==> config.mk <==
export PLATFORM = sky130hd
export DESIGN_NAME = packetizer_row
export DESIGN_NICKNAME = d
export VERILOG_FILES = /design/src/rtl/packetizer_row.sv
export SDC_FILE = /design/constraint.sdc
export NUM_CORES = 1
export LEC_CHECK = 0
export ABC_AREA = 0
export BUFFER_PORTS_ARGS = -buffer_cell sky130_fd_sc_hd__buf_4
export CAP_MARGIN = 20
export CORE_ASPECT_RATIO = 2
export CORE_MARGIN = 2
export CORE_UTILIZATION = 40
export DETAILED_ROUTE_END_ITERATION = 10
export PLACE_DENSITY = 0.66
export SYNTH_ARGS = -nofsm -noshare
export SYNTH_HDL_FRONTEND = slang
export SYNTH_SLANG_ARGS = --single-unit
==> constraint.sdc <==
create_clock -name clk -period 4 [get_ports clk]
set_input_delay 0.4 -clock clk [delete_from_list [all_inputs] [get_ports clk]]
set_output_delay 0.4 -clock clk [all_outputs]
set_load 0.01 [all_outputs]
==> src/rtl/packetizer_row.sv <==
// packetizer_row: gathers three FILTER_WIDTH elements of one row, stamps the
// row with its type, timestep and row index, and offers it downstream as a
// single packet. Accepting and sending alternate and never overlap.
//
// Packet layout (3*FILTER_WIDTH+4 bits):
//   [0]    timestep
//   [1]    ifmapb_filter (1 = filter row, 0 = ifmap row)
//   [3:2]  filter_row (row index within the current frame)
//   [4+k*FILTER_WIDTH +: FILTER_WIDTH]  element k, k = 0..2
//
// Optional feature: define PKTZ_AUTO_TS_EN to take the timestep from an
// internal bit that toggles on every frame_done. When it is not defined, the
// timestep is in_ts sampled with element 0.
//
// NUM_ROWS must be in 1..4 because the filter_row field is two bits wide.

module packetizer_row #(
  parameter int FILTER_WIDTH = 8,
  parameter int NUM_ROWS     = 3
) (
  input  logic                      clk,
  input  logic                      rst,
  input  logic                      in_valid,
  output logic                      in_ready,
  input  logic [FILTER_WIDTH-1:0]   in_data,
  input  logic                      in_is_filter,
  input  logic                      in_ts,
  output logic                      out_valid,
  input  logic                      out_ready,
  output logic [3*FILTER_WIDTH+3:0] out_packet,
  output logic                      frame_done
);

  localparam logic [1:0] ROW_LAST = 2'(NUM_ROWS - 1);

  typedef enum logic {COLLECT, SEND} state_t;

  state_t                    r_state;
  logic [1:0]                r_elem;        // next element slot, 0..2
  logic [1:0]                r_row;         // row index within the frame
  logic                      r_frame_type;  // type of the frame in progress
  logic [3*FILTER_WIDTH+3:0] r_packet;

  logic w_handshake;
  logic w_last_row;
  logic w_type_change;
  logic w_ts;

`ifdef PKTZ_AUTO_TS_EN
  logic r_ts;  // internal timestep, flips once per completed frame
  assign w_ts = r_ts;
`else
  assign w_ts = in_ts;
`endif

  assign w_handshake   = (r_state == SEND) && out_ready;
  assign w_last_row    = (r_row == ROW_LAST);
  // A row of the other type arriving mid-frame abandons that frame.
  assign w_type_change = (r_row != 2'd0) && (in_is_filter != r_frame_type);

  // NOTE: rst is gated into these combinational outputs so that in_ready and
  // frame_done are low during the reset cycle itself, not only one cycle later.
  assign in_ready   = (r_state == COLLECT) && !rst;
  assign out_valid  = (r_state == SEND);
  assign frame_done = w_handshake && w_last_row && !rst;
  assign out_packet = r_packet;

  // Row assembly, packet handshake and frame bookkeeping.
  // NOTE: every state register here uses non-blocking assignment so that all
  // right-hand sides see the values from before this clock edge.
  always_ff @(posedge clk) begin
    if (rst) begin
      // NOTE: the packet register is reset as well, so out_packet reads 0
      // after reset rather than holding a stale row.
      r_state      <= COLLECT;
      r_elem       <= 2'd0;
      r_row        <= 2'd0;
      r_frame_type <= 1'b0;
      r_packet     <= '0;
`ifdef PKTZ_AUTO_TS_EN
      r_ts         <= 1'b0;
`endif
    end else begin
      case (r_state)
        COLLECT: begin
          if (in_valid) begin
            for (int k = 0; k < 3; k++) begin
              if (r_elem == 2'(k)) begin
                r_packet[4+k*FILTER_WIDTH +: FILTER_WIDTH] <= in_data;
              end
            end
            if (r_elem == 2'd0) begin
              r_packet[0]   <= w_ts;
              r_packet[1]   <= in_is_filter;
              r_packet[3:2] <= w_type_change ? 2'd0 : r_row;
              r_frame_type  <= in_is_filter;
              if (w_type_change) begin
                r_row <= 2'd0;
              end
            end
            if (r_elem == 2'd2) begin
              r_elem  <= 2'd0;
              r_state <= SEND;
            end else begin
              r_elem <= r_elem + 2'd1;
            end
          end
        end
        SEND: begin
          if (out_ready) begin
            r_state <= COLLECT;
            r_row   <= w_last_row ? 2'd0 : r_row + 2'd1;
`ifdef PKTZ_AUTO_TS_EN
            if (w_last_row) begin
              r_ts <= ~r_ts;
            end
`endif
          end
        end
        default: r_state <= COLLECT;
      endcase
    end
  end

endmodule

==> results of run 1 <==
## layer usage
metal  vias up  part of all wire (%)
met5         -                     0
met4         0                   2.6
met3         8                   6.8
met2        39                    54
met1       506                    37
li1        563                     -
## flip-flops by register name, summed over array words and instances (netlist names)
signal      cells
out_valid       1
r_elem          2
out_packet     28
r_row           2
## synth_stat cells, drive strengths merged
library cell	instances
nand2	39
dfxtp	33
a21oi	23
nor2	11
buf	8
mux2i	8
nand3	4
a31oi	2
and4bb	2
clkbuf	2
nand2b	2
nand3b	2
nor4b	2
dlygate4sd1	1
dlymetal6s2s	1
nand4b	1
nand4bb	1
or3	1
or4b	1
xnor2	1
## final timing paths
kind	endpoint	depth (start not counted)
max	frame_done	3
min	out_packet[0]$_SDFFE_PP0P_	3
max reg2reg	r_row[0]$_SDFFE_PP0P_	3
min reg2reg	out_packet[24]$_SDFFE_PP0P_	2
## cell type report
type / instances / area, um2 / share of cell area, %
timing repair buffer: 44 / 330 / 19.5
multi-input combinational: 100 / 551 / 32.4
clock buffer: 7 / 86.3 / 5.09
sequential: 33 / 661 / 38.9
clock inverter: 1 / 30.0 / 1.77
tap: 31 / 38.8 / 2.29
## cells in the final DEF, fill, tap and decap left out, drive strengths merged
cell     count
buf         44
nand2       39
dfxtp       33
a21oi       23
nor2        11
mux2i        8
clkbuf       7
nand3        4
and4bb       2
nand2b       2
nand3b       2
a31oi        2
nor4b        2
or4b         1
nand4bb      1
nand4b       1
xnor2        1
or3          1
bufinv       1
## through the flow
step	setup WS [ps]	cell area, um2
6_report	2120	1700
5_1_grt	1930	1700
4_1_cts	2090	1700
3_5_place_dp	2370	1580
3_3_place_gp	2430	1580
2_1_floorplan	2470	1300
## power by group through the flow
stage,combinational (mW),sequential (mW),clock [mW]
2_1_floorplan,0.0454,0.362,0
3_3_place_gp,0.0799,0.358,0
3_5_place_dp,0.0813,0.359,0
4_1_cts,0.0814,0.352,0.327
5_1_grt,0.0885,0.353,0.347
6_report,0.0804,0.352,0.320
## worst max-delay path: cells and delay by family (launching register included)
| family | cells | cell delay, ps |
|---|---|---|
| flip-flops | 1 | 570 |
| buffers and inverters | 1 | 180 |
| AND/OR/NAND/NOR | 2 | 460 |
## cell families after synthesis
group,after synthesis,share of synthesized area [%]
flops,33,50.7
compound gates,25,9.79
buf+inv,12,7.10
xor+xnor,1,0.672
simple gates,66,25.6
mux,8,6.14
==> results.toml, run 1 <==
[outcome]
run_status = "complete, no violations"

[global_route]
gr-max-usage-layer = "met2"
grt_util_all_layers_pct = 19.3
grt_start_max_net_pins = 36
grt_pass1_vias = 1134
grt_pass1_wl_mm = 5.29
met3_usage_pct = 5.16
met2_usage_pct = 32.0
antenna_found_initial = 0
gr-total-overflow = 0
use_met1_pct = 21.7

[synth]
synth-seq-area-share_pct = 50.7
post_synth.cell_area_avg_um2 = 8.99
yosysWarnings = 0
syn_nets = 159
yosys-top-cells-area = "dfxtp_1 (51%), nand2_1 (11%), a21oi_1 (8.8%)"
synthCells = 145
synth.top_cell.area_share_pct = 50.7
yosys_register_bits = 33
ys_types = 23
syn_area_mm2 = 0.00130
yosysTopAreaCell = "dfxtp_1"

[setup_path]
critPathLaunchType = "flip-flop"
cp.required_ps = 3600
path_cells = "nand2_1 -> nor4b_1 -> buf_4"
crit_path_max_fanout = 13
r2r_start = "out_valid$_SDFF_PP0_"
endpoint_kind = "output pin"
crit_arrival_ps = 1480
crit_start = "out_valid$_SDFF_PP0_"
cpMaxStageDelayCell = "dfxtp_1"
critPathMaxStageDelay_ps = 570
crit_type = "flip-flop to output pin"
r2r_slack_ps = 2400

[cts]
cts_made_buffers = 5
cts_sinks = 33
cts_buffer_depth = 2
cts-root-buf = "clkbuf_8"
cts_hold_buf = 0
cts_resized = 0
htreeDepth = 2
cts_tree = "yes"
clock_latency_ps = 280
clk_pin_slew_ps = 70
postCtsSetupBuffers = 0

[power]
switching_power_mw = 0.169
worst_ir_drop_vdd_v = 0.000264
power_leakage_nw = 0.692
pwr-share-comb_pct = 10.7
power.density_mw_per_mm2 = 443
total_power_mw = 0.752
p_clk_share_pct = 42.5
intPower_mw = 0.583
p_seq_share_pct = 46.8
sw_frac_of_total_pct = 22.5

[floorplan]
coreArea_mm2 = 0.00316
num_io_pins = 45
initial_utilization_pct = 41.3
die_area_mm2 = 0.00376
placementRows = 29
die_x_um = 44.4
die_h_um = 84.7

[cells_and_area]
post-route-util_pct = 53.7
num-nets-final = 198
layoutNonFillerInstCount = 216
fill_cells = 297
antennaDiodeCount = 0
drive_gt1_share_pct = 29.7
area_growth_pct = 30.1

[placed_design]
place_congestion = 0.781
port_buffers = 44
hpwlAfterDp_mm = 2.30
placed_cells = 208

[timing]
hold_viol = 0
max_freq_mhz = 531
slew_headroom_pct = 52.6
drv_slew = 0
setup_viol = 0
setup_tns_ps = 0
hold_ws_ps = 361
rsz0062_at_grt = "no"
finalCritPeriodShare_pct = 47.1
period_minus_slack_ps = 1880
tightest_slew_ps = 709
clock_skew_ps = 4.22

[drt]
dr.pass1.iters = 4
drc = 0
avgRoutedWirePerCell_um = 14.6
vias_per_cell = 5.17
finalWirelength_mm = 3.15
drt.antenna.violating_nets = 0
vias = 1116
drtIter0Drc = 14

[min_path]
hp-class = "input port to flip-flop"
hold_path_startpoint = "in_ts"

[flow_run]
maxCapViolCount = 0
Note: power is estimated with default switching activity, not from simulation.
==> inputs of run 2 (changes only) <==
==> constraint.sdc (replaced) <==
create_clock -name clk -period 1.9 [get_ports clk]
set_input_delay 0.19 -clock clk [delete_from_list [all_inputs] [get_ports clk]]
set_output_delay 0.19 -clock clk [all_outputs]
set_load 0.01 [all_outputs]
==> run 2 against run 1 <==
Against the previous run:
- utilization increased by 0.24 points
- register-to-register slack got worse by 2100 ps
- combinational power increased by 110%
- worst setup slack got worse by 1900 ps
- critical endpoint unchanged
- clock skew about the same
- worst hold slack got worse by 200 ps
- sequential share of layout area decreased by 0.17 points
- cell area increased by 0.44%
- total power increased by 110%
- clock power increased by 110%
- clock-buffer cell count unchanged
- first-iteration DRC count increased by 57%
==> results.toml, run 2 (same netlist as run 1, synthesis figures left out) <==
[global_route]
grt_pass1_wl_mm = 4.98
antenna_found_initial = 0
grt_util_all_layers_pct = 18.2
grt_start_max_net_pins = 36
gr-total-overflow = 0
grt_pass1_vias = 1028

[power]
p_clk_share_pct = 42.2
sw_frac_of_total_pct = 22.1
pwr-share-comb_pct = 10.9
switching_power_mw = 0.348
total_power_mw = 1.58
p_seq_share_pct = 46.9
worst_ir_drop_vdd_v = 0.000589
power.density_mw_per_mm2 = 926
intPower_mw = 1.23
power_leakage_nw = 0.697

[floorplan]
die_x_um = 44.4
die_area_mm2 = 0.00376
coreArea_mm2 = 0.00316
num_io_pins = 45
initial_utilization_pct = 41.3
die_h_um = 84.7
placementRows = 29

[min_path]
hold_path_end = "out_packet[0]$_SDFFE_PP0P_"
whs_path_depth = 3
hold_path_startpoint = "in_ts"
hp-class = "input port to flip-flop"

[cts]
clk_pin_slew_ps = 70
cts_hold_buf = 0
cts_buffer_depth = 2
cts_resized = 0
postCtsSetupBuffers = 0
clock_latency_ps = 270
cts_sinks = 33
cts_tree = "yes"
htreeDepth = 2
cts-root-buf = "clkbuf_8"
cts_made_buffers = 5

[cells_and_area]
antennaDiodeCount = 0
post-route-util_pct = 54.0
layoutNonFillerInstCount = 217
layout_common_cells = "buf_4 (45), nand2_1 (39), dfxtp_1 (33)"
drive_gt1_share_pct = 30.1
final_common_cell = "buf_4"
num-nets-final = 199
largest_reg_flops = 28
area_growth_pct = 30.7
final_area_mm2 = 0.00170

[timing]
clock_skew_ps = 4.31
setup_tns_ps = 0
setup_viol = 0
max_freq_mhz = 610
rsz0062_at_grt = "no"
tightest_slew_ps = 440
slew_headroom_pct = 70.7
finalCritPeriodShare_pct = 86.2
hold_viol = 0
period_minus_slack_ps = 1640
drv_slew = 0

[drt]
drt.antenna.violating_nets = 0
drc = 0
avgRoutedWirePerCell_um = 14.3
dr.pass1.iters = 4
finalWirelength_mm = 3.11
vias = 1123
drtIter0Drc = 22
vias_per_cell = 5.18

[placed_design]
placed_cells = 209
hpwlAfterDp_mm = 2.35
port_buffers = 44
dpl_cell_area_mm2 = 0.00159
place_congestion = 0.741

[setup_path]
endpoint_kind = "output pin"
critPathMaxStageDelay_ps = 560
cpMaxStageDelayCell = "dfxtp_1"
cp.required_ps = 1710
crit_type = "flip-flop to output pin"
critPathLaunchType = "flip-flop"
crit_path_max_fanout = 13
r2r_slack_ps = 320
worstReg2RegEnd = "r_row[0]$_SDFFE_PP0P_"
ff2ff_path_depth = 3
path_cells = "nand2_1 -> nor4b_1 -> buf_4"
crit_arrival_ps = 1450
r2r_start = "out_valid$_SDFF_PP0_"

[flow_run]
maxCapViolCount = 0

[outcome]
run_status = "complete, no violations"
[run 2: cell types whose count changed in the layout (fill, tap and decap cells not counted)]
cell   change
buf_4      +1
[run 2: worst max-delay path, delay by kind of cell, from the launching register on]
| family | cells | cell delay [ps] |
|---|---|---|
| flip-flops | 1 | 560 |
| AND/OR/NAND/NOR | 2 | 450 |
| buffers and inverters | 1 | 170 |
[run 2: per-layer routing]
layer | wire, um | share of wire [%] | global-route usage [%]
met5 | 0 | 0 | 0
met4 | 21 | 0.68 | 7.44
met3 | 225 | 7.2 | 5.81
met2 | 1720 | 55 | 30.1
met1 | 1140 | 37 | 20.9
[run 2: final cells by class]
cell class	instances	area, um2
Sequential cell	33	661
Tap cell	31	38.8
Multi-Input combinational cell	100	551
Fill cell	302	1450
Clock buffer	7	86.3
Clock inverter	1	30.0
Timing Repair Buffer	45	338
[run 2: how the worst max path moves through the flow]
stage	startpoint	slack [ps]	cells after the start	to
2_1_floorplan	r_elem[0]$_SDFFE_PP0P_	550	5	out_packet[10]$_SDFFE_PP0P_
3_3_place_gp	out_valid$_SDFF_PP0_	380	3	r_row[0]$_SDFFE_PP0P_
3_5_place_dp	out_valid$_SDFF_PP0_	330	3	r_row[0]$_SDFFE_PP0P_
4_1_cts	out_valid$_SDFF_PP0_	260	3	frame_done
5_1_grt	out_valid$_SDFF_PP0_	130	3	frame_done
6_report	out_valid$_SDFF_PP0_	260	3	frame_done
[run 2: through the flow]
step | hold slack (ps) | setup slack (ps)
after CTS | 160 | 256
final | 164 | 262
after detailed placement | 451 | 327
after global routing | 171 | 132
after global placement | 448 | 382
after floorplan | 322 | 549
[run 2: power groups by stage]
stage	Sequential [mW]	Clock, mW	Combinational (mW)
5_1_grt	0.742	0.718	0.189
2_1_floorplan	0.762	0	0.0957
3_3_place_gp	0.753	0	0.171
3_5_place_dp	0.755	0	0.173
4_1_cts	0.740	0.679	0.174
6_report	0.740	0.665	0.172
